## config.mk

```make
export PLATFORM = sky130hd
export DESIGN_NAME = countdown3
export DESIGN_NICKNAME = d
export VERILOG_FILES = /design/src/rtl/countdown3.sv
export SDC_FILE = /design/constraint.sdc
export NUM_CORES = 1
export LEC_CHECK = 0
export CAP_MARGIN = 5
export CORE_AREA = 2 2 118 74
export CTS_BUF_LIST = sky130_fd_sc_hd__clkbuf_16
export DETAILED_ROUTE_END_ITERATION = 8
export DIE_AREA = 0 0 120 76
export PLACE_DENSITY = 0.8
export SLEW_MARGIN = 20
export SYNTH_ARGS = -nofsm -noshare
export SYNTH_HDL_FRONTEND = slang
export SYNTH_SLANG_ARGS = --single-unit
```

## constraint.sdc

```tcl
create_clock -name clock -period 3.1 [get_ports clock]
set_input_delay 0.31 -clock clock [delete_from_list [all_inputs] [get_ports clock]]
set_output_delay 0.31 -clock clock [all_outputs]
set_load 0.05 [all_outputs]
```

## src/rtl/countdown3.sv

```systemverilog
// Loadable down-counter that drains a budget by STEP per accepted decrement,
// saturating at zero and flagging when the final decrement overshot.
module countdown3 #(
  parameter int WIDTH = 32,
  parameter int STEP  = 3
) (
  input  logic             clock,
  input  logic             clear_n,
  input  logic             load,
  input  logic [WIDTH-1:0] load_value,
  input  logic             dec,
  input  logic             abort,
  output logic [WIDTH-1:0] value,
  output logic             busy,
  output logic             done,
  output logic             zero,
  output logic             underflow,
  output logic [WIDTH-1:0] ticks
);

  localparam logic [WIDTH-1:0] STEP_W = WIDTH'(STEP);

  typedef enum logic [1:0] {IDLE, RUN, DONE} state_t;

  state_t           state, state_nxt;
  logic [WIDTH-1:0] value_nxt, ticks_nxt;
  logic             underflow_nxt;

  // Compare-guarded subtraction: never wraps below zero.
  function automatic logic [WIDTH-1:0] sat_step(input logic [WIDTH-1:0] v);
    return (v > STEP_W) ? (v - STEP_W) : '0;
  endfunction

  function automatic logic overshoots(input logic [WIDTH-1:0] v);
    return (v < STEP_W);
  endfunction

  always_comb begin
    state_nxt     = state;
    value_nxt     = value;
    ticks_nxt     = ticks;
    underflow_nxt = underflow;
    unique case (state)
      IDLE: begin
        if (!abort && load) begin
          value_nxt     = load_value;
          ticks_nxt     = '0;
          underflow_nxt = 1'b0;
          state_nxt     = (load_value != '0) ? RUN : DONE;
        end
      end
      RUN: begin
        if (abort) begin
          state_nxt = IDLE;
        end else if (load) begin
          value_nxt     = load_value;
          ticks_nxt     = '0;
          underflow_nxt = 1'b0;
          state_nxt     = (load_value != '0) ? RUN : DONE;
        end else if (dec) begin
          ticks_nxt = ticks + 1'b1;
          value_nxt = sat_step(value);
          if (value <= STEP_W) begin
            state_nxt = DONE;
            if (overshoots(value)) underflow_nxt = 1'b1;
          end
        end
      end
      DONE: begin
        state_nxt = IDLE;
        if (!abort && load) begin
          value_nxt     = load_value;
          ticks_nxt     = '0;
          underflow_nxt = 1'b0;
          state_nxt     = (load_value != '0) ? RUN : DONE;
        end
      end
      default: state_nxt = IDLE;
    endcase
  end

  // Registers update on the falling edge of clock.
  always_ff @(negedge clock or negedge clear_n) begin
    if (!clear_n) begin
      state     <= IDLE;
      value     <= '0;
      ticks     <= '0;
      underflow <= 1'b0;
    end else begin
      state     <= state_nxt;
      value     <= value_nxt;
      ticks     <= ticks_nxt;
      underflow <= underflow_nxt;
    end
  end

  assign busy = (state == RUN);
  assign done = (state == DONE);
  assign zero = (value == '0);

endmodule

```

# After elaboration in Yosys (flattened, before gate mapping)
# Index checks and enable logic that the tools add are counted.
totals:
  output_inout_bits: 68
  inputBits: 37
  ff_bits: 67
classes:
  magnitude_cmp: 3
  reduce_logical: 10
  eq_ne: 10
  muxes: 26
  add_sub_neg: 2
ops:
  columns: ["op", "count"]
  rows:
  - ["$mux 32", 9]
  - ["$pmux 32 s2", 2]
  - ["$add 32x1->32 const B", 1]
  - ["$gt 32x2->1 const B", 1]
  - ["$le 32x2->1 const B", 1]
  - ["$logic_not 32->1", 1]
  - ["$lt 32x2->1 const B", 1]
  - ["$reduce_bool 32->1", 1]
  - ["$sub 32x2->32 const B", 1]
  - ["$mux 2", 7]
  - ["$mux 1", 6]
  - ["$ne 3x2->1 const B", 2]
  - ["$pmux 2 s3", 1]
  - ["$reduce_and 6->1", 1]
  - ["$ne 2x2->1 const B", 2]
  - ["$ne 4x3->1 const B", 1]
  - ["$ne 4x4->1 const B", 1]
  - ["$reduce_and 4->1", 1]
  - ["$ne 3x3->1 const B", 1]
  - ["$reduce_and 3->1", 1]
  - ["$eq 2x1->1 const B", 1]
  - ["$eq 2x2->1 const B", 1]
  - ["$logic_not 2->1", 1]
  - ["$ne 2x1->1 const B", 1]
  - ["other kinds (5)", 5]

# Logic depth before layout (Yosys ltp)
# Gate-level depths: netlist of the first run.
depth:
  word_depth: 7
  ltp_mapped: 8
  ltp_nobuf: 6

==> impl_metrics.json, run 1 <==
{
  "drv_cap": 0,
  "synth_cells": 420,
  "cp-end-kind": "output port",
  "nNetsFinal": 670,
  "critical_path_arrival_ns": 3.74,
  "worst-path-max-fanout": 2,
  "synth_xor_area_share_pct": 6.36,
  "cts_buffer_depth": 2,
  "die_area_sq_mm": 0.00912,
  "rsz0062_at_grt": "yes",
  "fin_area_sq_mm": 0.00716,
  "crit_slowest_cell": "or4_4",
  "worst_pin_slew_ns": 0.497,
  "final-hold-violation-count": 0,
  "use_met3_pct": 7.71,
  "gp_congestion": 0.966,
  "run_status": "finished with violations",
  "grt_pass1_wl_microns": 24800,
  "power_mw": 3.59,
  "grt.overflow.total": 0,
  "clk_pin_slew_ns": 0.04,
  "io_buffer_count": 104,
  "worstSetupPathType": "register to output port",
  "finalWirelength_microns": 16800,
  "die_y_microns": 76,
  "synth_area_leader_cell": "dfrtn_1",
  "via_count": 4749,
  "yosys-top-cells-area": "dfrtn_1, xnor2_1, o21ai_0",
  "vias_per_cell": 6.36,
  "syn_nets": 460,
  "peakVddDrop_mv": 0.385,
  "synth_cell_types": 54,
  "drtPass1Iterations": 5,
  "diodes": 0,
  "synth-compound-area-share_pct": 18.0,
  "fillCellCount": 374,
  "ctsHtreeMaxLevel": 3,
  "globalRouteMet2Util_pct": 52.8,
  "drcViolationCount": 0,
  "coreArea_sq_mm": 0.00817,
  "drt_iter0_markers": 500,
  "top_usage_layer": "met2",
  "synth_top_family_by_area": "simple AND/OR/NAND/NOR gates",
  "setup_tns_ns": -1.02,
  "area_delta_synth_final_pct": 85.7,
  "power.leakage_nw": 3.01,
  "fin_ws_ns": -0.945,
  "crit_family": "simple AND/OR/NAND/NOR gates",
  "die_w_microns": 120,
  "r2r_setup_slack_ns": 0.42,
  "dp_hpwl_microns": 10500,
  "drive_above_1_share_pct": 41.4,
  "critPathMaxStageDelay_ns": 0.55,
  "wire_per_inst_microns": 22.5,
  "antenna_found_initial": 0,
  "worst_setup_path_start_kind": "register",
  "synth_fa_ha_area_share_pct": 0.973,
  "track_usage_pct": 34.7,
  "clk_latency_ns": 0.35,
  "drtAntennaViolNets": 0,
  "synth_common_cells": "dfrtn_1, nand2_1, o21ai_0",
  "clock_skew_ns": 0.00251,
  "grt_pass1_vias": 4684,
  "synthSimpleGateAreaFrac_pct": 27.4,
  "syn-mean-instance-area_sq_um": 9.18,
  "critPathBufInv": 1,
  "synth_area_sq_mm": 0.00386,
  "grt_start_max_net_pins": 42,
  "hp-class": "register to register",
  "met1_usage_pct": 48.5,
  "yosysMostFrequentCell": "dfrtn_1",
  "synth-seq-area-share_pct": 43.5,
  "ys.flop_type": "dfrtn_1",
  "pre_cts_slack_ns": -0.701,
  "place_area_sq_mm": 0.00650,
  "numCtsBuffers": 9,
  "cp_cell_sequence": "or4_4 > or3_4 > nor4_4 > and2_4 > buf_12",
  "dp.cells": 716,
  "critical_path_required_ns": 2.79,
  "muxShareOfSynthArea_pct": 0,
  "violations": "setup timing",
  "yosys_warnings": 0,
  "slew-limit-headroom_pct": 66.6,
  "root_buffer": "clkbuf_16",
  "finalSetupViolations": 4,
  "clock_sinks": 67,
  "ys_seq_elements": 67,
  "finalNonFillerCells": 747,
  "num_io_pins": 105,
  "synth_edf_count": 0,
  "ys_async_sr_fraction_pct": 100,
  "maxSlewViolCount": 0,
  "final_util_pct": 87.7,
  "power_density_mw_per_mm2": 502,
  "cts_tree": "yes",
  "initial_core_util_pct": 47.2,
  "post-synth-top-area-fraction_pct": 43.5,
  "fp-row-count": 26,
  "whs_ns": 0.539
}
routing by layer:
layer	up-vias	share of wire, %	wire, microns
met3	68	11	1800
met4	0	3.8	630
met2	356	47	7950
li1	2008	-	-
met5	-	0	0
met1	2317	38	6400
power by group:
| part | total [mW] | internal [mW] | switching [mW] | leakage (nW) |
|---|---|---|---|---|
| Sequential | 1.02 | 0.963 | 0.0574 | 0.879 |
| Combinational | 1.37 | 0.640 | 0.734 | 1.96 |
| Clock | 1.20 | 0.784 | 0.416 | 0.165 |
| Total | 3.59 | 2.39 | 1.21 | 3.01 |
worst paths after layout:
check,startpoint,end,cells past startpoint
max in group asynchronous,clear_n,ticks[10],2
min in group asynchronous,clear_n,value[29],2
hold reg to reg,underflow,underflow,2
setup / recovery,value[25],zero,5
setup reg to reg,value[25],value[16],7
hold / removal,underflow,underflow,2
tightest hold or removal path, stage by stage, from the launching register on:
cell	delay (ns)
dfrtn_1	0.47
a21oi_1	0.06
nor2_1	0.09
placed cells by master (no fill, tap or decap), drive strengths merged, types with 4 or more instances in the layout:
cell type / Yosys / layout
a22oi: 4 / 4
nor2: 26 / 26
nand4: 19 / 19
a221o: 4 / 4
a21oi: 19 / 19
o31ai: 6 / 6
clkbuf: 19 / 9
dlymetal6s2s: 0 / 6
inv: 5 / 5
xnor2: 19 / 19
nand3: 25 / 25
nand2: 37 / 37
or3: 19 / 19
xor2: 9 / 9
nor4: 17 / 17
clkdlybuf4s50: 0 / 25
and3: 4 / 4
and4: 8 / 8
and2: 4 / 5
or4: 7 / 7
o21ai: 39 / 39
buf: 6 / 189
dfrtn: 67 / 67
nor3: 19 / 19
sequential cells by signal (all words and copies together) (netlist names):
name,count
ticks,32
value,32
underflow,1
state,2
cell type report:
| class | count | area [sq um] | area share [%] |
|---|---|---|---|
| well taps | 112 | 140 | 1.96 |
| clock buffers | 9 | 225 | 3.15 |
| repair buffers | 223 | 2700 | 37.8 |
| flip-flops and latches | 67 | 1680 | 23.4 |
| inverters | 5 | 18.8 | 0.262 |
| clock inverters | 7 | 116 | 1.63 |
| multi-input cells | 324 | 2280 | 31.8 |
cell families after synthesis:
| logic type | count (synthesis) |
|---|---|
| adders and majority gates | 3 |
| buffers and inverters | 30 |
| AOI/OAI and AO/OA | 100 |
| xor gates and xnor gates | 28 |
| DFF | 67 |
| and+or+nand+nor | 192 |
timing repair:
| item | CTS | global route |
|---|---|---|
| endpoints found under the setup margin | 69 | 49 |
| resized for setup | 28 | 32 |
| pin swaps | 13 | 14 |
| gates cloned | 1 | 1 |
| hold buffers | 0 | 0 |
| buffers inserted | 7 | 6 |
(Power assumes the default switching activity.)
==> run 2, diff against run 1 <==
--- a/config.mk
+++ b/config.mk
@@ -11,6 +11,7 @@
 export DETAILED_ROUTE_END_ITERATION = 8
 export DIE_AREA = 0 0 120 76
 export PLACE_DENSITY = 0.8
+export REMOVE_ABC_BUFFERS = 1
 export SLEW_MARGIN = 20
 export SYNTH_ARGS = -nofsm -noshare
 export SYNTH_HDL_FRONTEND = slang
==> run 2 against run 1 <==
The flow still finishes with violations (setup timing); critical path depth grew 1; sequential share of layout area rose by 0.48 points; via count increased by 9.3%; register-to-register slack lost 0.23 ns; hold slack better by 0.015 ns; non-clock buffer count is the same; setup slack worse by 0.080 ns; count of clock-buffer cells in the layout unchanged; combinational power about the same; die area did not move; utilization shrank 1.8 points.
==> impl_metrics.json, run 2 (synthesis results as in run 1) <==
{
  "run_status": "finished with violations",
  "violations": "setup timing",
  "fillCellCount": 362,
  "die_y_microns": 76,
  "root_buffer": "clkbuf_16",
  "die_area_sq_mm": 0.00912,
  "critical_path_required_ns": 2.79,
  "maxSlewViolCount": 0,
  "cp-end-kind": "output port",
  "cp_cell_sequence": "nor4_1 > buf_4 > nand4_1 > nor4_4 > and2_4 > buf_12",
  "worst_setup_path_start_kind": "register",
  "power_density_mw_per_mm2": 490,
  "initial_core_util_pct": 47.2,
  "p_sw_share_pct": 36.0,
  "clock_skew_ns": 0.00713,
  "power.leakage_nw": 2.94,
  "cts_tree": "yes",
  "fp-row-count": 26,
  "finalWirelength_microns": 19000,
  "nNetsFinal": 669,
  "power_frac_comb_pct": 40.1,
  "die_w_microns": 120,
  "io_buffer_count": 104,
  "coreArea_sq_mm": 0.00817,
  "drtPass1Iterations": 9,
  "final-hold-violation-count": 0,
  "slew-limit-headroom_pct": 53.9,
  "diodes": 0,
  "area_delta_synth_final_pct": 81.9,
  "grt_pass1_vias": 4885,
  "critPathBufInv": 2,
  "critical_path_arrival_ns": 3.81,
  "grt_start_max_net_pins": 68,
  "grt_pass1_wl_microns": 26200,
  "drcViolationCount": 0,
  "p_int_mw": 2.20,
  "dp_hpwl_microns": 10400,
  "drv_cap": 0,
  "numCtsBuffers": 9,
  "worst-path-max-fanout": 2,
  "peakVddDrop_mv": 0.367,
  "crit_family": "simple AND/OR/NAND/NOR gates",
  "drive_above_1_share_pct": 41.4,
  "power_mw": 3.44,
  "fin_area_sq_mm": 0.00701,
  "ctsHtreeMaxLevel": 3,
  "worstSetupPathType": "register to output port",
  "final_common_cell": "buf_4",
  "drtAntennaViolNets": 0,
  "p_switching_mw": 1.24,
  "fin_ws_ns": -1.02,
  "grt.overflow.total": 0,
  "place_area_sq_mm": 0.00641,
  "crit_slowest_cell": "nor4_1",
  "worst_pin_slew_ns": 0.686,
  "hp-class": "register to register",
  "track_usage_pct": 36.7,
  "via_count": 5190,
  "finalNonFillerCells": 745,
  "rsz0062_at_grt": "yes",
  "top_regs": "ticks x32, value x32, state x2",
  "seqPwrFrac_pct": 30.0,
  "antenna_found_initial": 0,
  "gp_congestion": 0.912,
  "clock_sinks": 67,
  "mostFrequentLayoutCells": "buf_4, buf_12, dfrtn_1, nand2_1, clkdlybuf4s50_1",
  "critPathMaxStageDelay_ns": 0.40,
  "drt_iter0_markers": 747,
  "finalSetupViolations": 16,
  "wire_per_inst_microns": 25.5,
  "clk_latency_ns": 0.34,
  "dp.cells": 717,
  "vias_per_cell": 6.97,
  "cts_buffer_depth": 2,
  "clk_pin_slew_ns": 0.04,
  "num_io_pins": 105,
  "clockPowerShare_pct": 29.9
}
## run 2: worst paths after layout
| path | startpoint | endpoint | slack (ns) | cells after the start |
|---|---|---|---|---|
| worst max register to register | value[26] | value[16] | 0.19 | 7 |
| min in group asynchronous | clear_n | ticks[28] | 1.42 | 2 |
| max in group asynchronous | clear_n | ticks[10] | 1.33 | 2 |
| worst min-delay path | ticks[23] | ticks[23] | 0.55 | 2 |
| worst min register to register | ticks[23] | ticks[23] | 0.55 | 2 |
| worst max-delay path | value[10] | zero | -1.02 | 6 |
## run 2: area by class of cell
| class | count | area [sq um] | area share [%] |
|---|---|---|---|
| clock inverters | 6 | 57.6 | 0.821 |
| repair buffers | 223 | 2670 | 38.1 |
| inverters | 5 | 18.8 | 0.268 |
| clock buffers | 9 | 225 | 3.21 |
| well taps | 112 | 140 | 2.00 |
| multi-input cells | 323 | 2220 | 31.7 |
| flip-flops and latches | 67 | 1680 | 23.9 |
## run 2: layer usage
| metal | wire length, microns | track usage [%] | share of wire, % |
|---|---|---|---|
| met5 | 0 | 0 | 0 |
| met4 | 1390 | 15.5 | 7.3 |
| met3 | 2640 | 10.9 | 14 |
| met2 | 8250 | 57.4 | 43 |
| met1 | 6730 | 47.6 | 35 |
## run 2: metrics by stage
step | util (%) | hold slack, ns | TNS [ns] | worst slack [ns]
floorplan | - | 0.553 | -42.28 | -1.21
global placement | 78.5 | 0.502 | -36.02 | -0.669
detailed placement | 78.5 | 0.509 | -43.01 | -0.831
CTS | 83.3 | 0.536 | -0.969 | -0.969
global route | 85.9 | 0.574 | -2.03 | -1.14
finish | 85.9 | 0.554 | -1.65 | -1.02
## run 2: worst register-to-register path, stage by stage, from the launching register on
cell and delay (ns):
dfrtn_1 0.35, or4_4 0.55, or3_4 0.37, buf_4 0.17, o41ai_2 0.59, buf_4 0.29, o21ai_2 0.08, a221o_1 0.33
## run 2: repair_timing
item                       CTS  global route
gates cloned                 0             1
buffers inserted             5             7
hold buffers                 0             0
resized for setup           28            53
setup endpoints to repair   68            44
pin swaps                    4            25
## run 2: power groups by stage
stage               clock [mW]  combinational [mW]  sequential [mW]
detailed placement           0                1.28             1.03
floorplan                    0               0.226             1.34
global placement             0                1.25             1.02
finish                    1.03                1.38             1.03
CTS                      0.992                1.30             1.02
global route              1.06                1.41             1.03
==> run 3, diff against run 2 <==
==> config.mk (replaced) <==
export PLATFORM = sky130hd
export DESIGN_NAME = countdown3
export DESIGN_NICKNAME = d
export VERILOG_FILES = /design/src/rtl/countdown3.sv
export SDC_FILE = /design/constraint.sdc
export NUM_CORES = 1
export LEC_CHECK = 0
export CAP_MARGIN = 5
export CORE_AREA = 2 2 117 74
export CTS_BUF_LIST = sky130_fd_sc_hd__clkbuf_4 sky130_fd_sc_hd__clkbuf_8
export DETAILED_ROUTE_END_ITERATION = 8
export DIE_AREA = 0 0 119 76
export PLACE_DENSITY = 0.8
export REMOVE_ABC_BUFFERS = 1
export SYNTH_ARGS = -nofsm -noshare
export SYNTH_HDL_FRONTEND = slang
export SYNTH_SLANG_ARGS = --single-unit
==> run 3 against run 2 <==
The flow still finishes with violations (setup timing); total power is 10% lower; via count is 5.7% lower; critical path type unchanged; combinational power decreased by 3%; flip-flop and latch count is the same; critical endpoint unchanged.
==> impl_metrics.json, run 3 (synthesis results as in run 1) <==
{
  "run_status": "finished with violations",
  "violations": "setup timing",
  "wire_per_inst_microns": 22.3,
  "hp-start": "underflow",
  "critical_path_required_ns": 2.79,
  "reg2regPathDepth": 7,
  "place_area_sq_mm": 0.00638,
  "grt.overflow.total": 0,
  "clock_skew_ns": 0.0106,
  "p_switching_mw": 1.14,
  "nNetsFinal": 659,
  "fin_ws_ns": -0.958,
  "pre_cts_slack_ns": -0.771,
  "power_frac_comb_pct": 43.5,
  "grt_pass1_vias": 4826,
  "drive_above_1_share_pct": 38.7,
  "numCtsBuffers": 9,
  "clock_sinks": 67,
  "worst_setup_path_start_kind": "register",
  "worstSetupPathType": "register to output port",
  "die_w_microns": 119,
  "io_buffer_count": 104,
  "num_io_pins": 105,
  "drcViolationCount": 0,
  "area_delta_synth_final_pct": 75.4,
  "p_sw_share_pct": 37.1,
  "grt_start_max_net_pins": 29,
  "coreArea_sq_mm": 0.00810,
  "die_area_sq_mm": 0.00904,
  "worst_pin_slew_ns": 0.621,
  "finalWirelength_microns": 16400,
  "power.leakage_nw": 2.79,
  "final-hold-violation-count": 0,
  "cts_tree": "yes",
  "peakVddDrop_mv": 0.362,
  "r2r_setup_slack_ns": 0.25,
  "drtAntennaViolNets": 0,
  "r2r-end": "value[2]",
  "fp-row-count": 26,
  "vias_per_cell": 6.66,
  "ctsHtreeMaxLevel": 3,
  "drt_iter0_markers": 758,
  "clockPowerShare_pct": 23.3,
  "critical_path_arrival_ns": 3.75,
  "top_regs": "ticks x32, value x32, state x2",
  "power_density_mw_per_mm2": 456,
  "clk_pin_slew_ns": 0.06,
  "gp_congestion": 0.922,
  "maxSlewViolCount": 0,
  "setup_tns_ns": -1.13,
  "hold_depth": 2,
  "holdPathEnd": "underflow",
  "cts_buffer_depth": 2,
  "drtPass1Iterations": 6,
  "dp_hpwl_microns": 10300,
  "finalSetupViolations": 9,
  "antenna_found_initial": 0,
  "clk_latency_ns": 0.36,
  "drv_cap": 0,
  "p_int_mw": 1.94,
  "fin_area_sq_mm": 0.00677,
  "rsz0062_at_grt": "yes",
  "diodes": 0,
  "initial_core_util_pct": 47.6,
  "seqPwrFrac_pct": 33.1,
  "slew-limit-headroom_pct": 58.3,
  "reg2reg_from": "value[26]",
  "track_usage_pct": 35.8,
  "ctsHoldBuffers": 0,
  "grt_pass1_wl_microns": 25300,
  "final_common_cell": "buf_4",
  "hp-class": "register to register",
  "worst-path-max-fanout": 2,
  "die_y_microns": 76,
  "cp-end-kind": "output port",
  "via_count": 4894,
  "mostFrequentLayoutCells": "buf_4, buf_12, dfrtn_1, nand2_1, clkdlybuf4s50_1",
  "root_buffer": "clkbuf_8"
}
==> run 3: cell types whose count changed in the layout (fill, tap and decap cells not counted), sizes merged <==
cell	change
buf	-8
bufinv	-1
clkbuf	+2
clkdlybuf4s50	+5
clkinv	-1
clkinvlp	-2
dlymetal6s2s	-5
==> run 3: power groups by stage <==
stage / combinational (mW) / sequential, mW / clock, mW
final: 1.34 / 1.02 / 0.719
after detailed placement: 1.28 / 1.03 / 0
after global routing: 1.39 / 1.02 / 0.757
after floorplan: 0.226 / 1.34 / 0
after global placement: 1.25 / 1.02 / 0
after CTS: 1.31 / 1.01 / 0.703
==> run 3: what timing repair did <==
| action | in CTS | in global routing |
|---|---|---|
| endpoints found under the setup margin | 65 | 40 |
| pin swaps | 12 | 13 |
| resized for setup | 30 | 27 |
| buffers inserted | 6 | 1 |
| gates cloned | 1 | 0 |
==> run 3: critical path, cell delays in order, from the launching register on <==
cell and delay (ns):
dfrtn_1 0.36, or4_4 0.54, or3_4 0.37, nor4_4 0.23
and2_4 0.21, buf_12 0.13
==> run 3: worst max-delay path by stage <==
stage               startpoint  endpoint  slack (ns)  depth (start not counted)
finish               value[26]      zero       -0.96                          5
global placement     value[26]      zero       -0.66                          5
CTS                  value[26]      zero       -0.99                          5
floorplan            value[26]      zero       -1.21                          4
global route         value[26]      zero       -0.99                          5
detailed placement   value[26]      zero       -0.77                          5
==> run 3: per-stage QoR <==
step | total power, mW | hold slack (ns) | util (%) | std cells
after global routing | 3.17 | 0.566 | 83.5 | 735
after CTS | 3.02 | 0.563 | 82.5 | 734
after global placement | 2.27 | 0.503 | 78.8 | 712
final | 3.09 | 0.550 | 83.5 | 735
after detailed placement | 2.31 | 0.544 | 78.8 | 712
after floorplan | 1.56 | 0.553 | - | 395
==> run 3: layout make-up <==
class | count | area [sq um]
clock buffer | 13 | 173
sequential | 67 | 1680
inverter | 5 | 18.8
tap | 112 | 140
timing repair buffer | 213 | 2580
multi-input combinational | 323 | 2170
fill | 390 | 1340
clock inverter | 2 | 10.0
==> run 3: routing by layer <==
| layer | GRT usage, % | vias up | wire length, microns |
|---|---|---|---|
| met2 | 54.0 | 492 | 7270 |
| li1 | - | 1982 | - |
| met3 | 12.9 | 137 | 2150 |
| met1 | 45.8 | 2283 | 6070 |
| met5 | 0 | - | 0 |
| met4 | 17.4 | 0 | 908 |
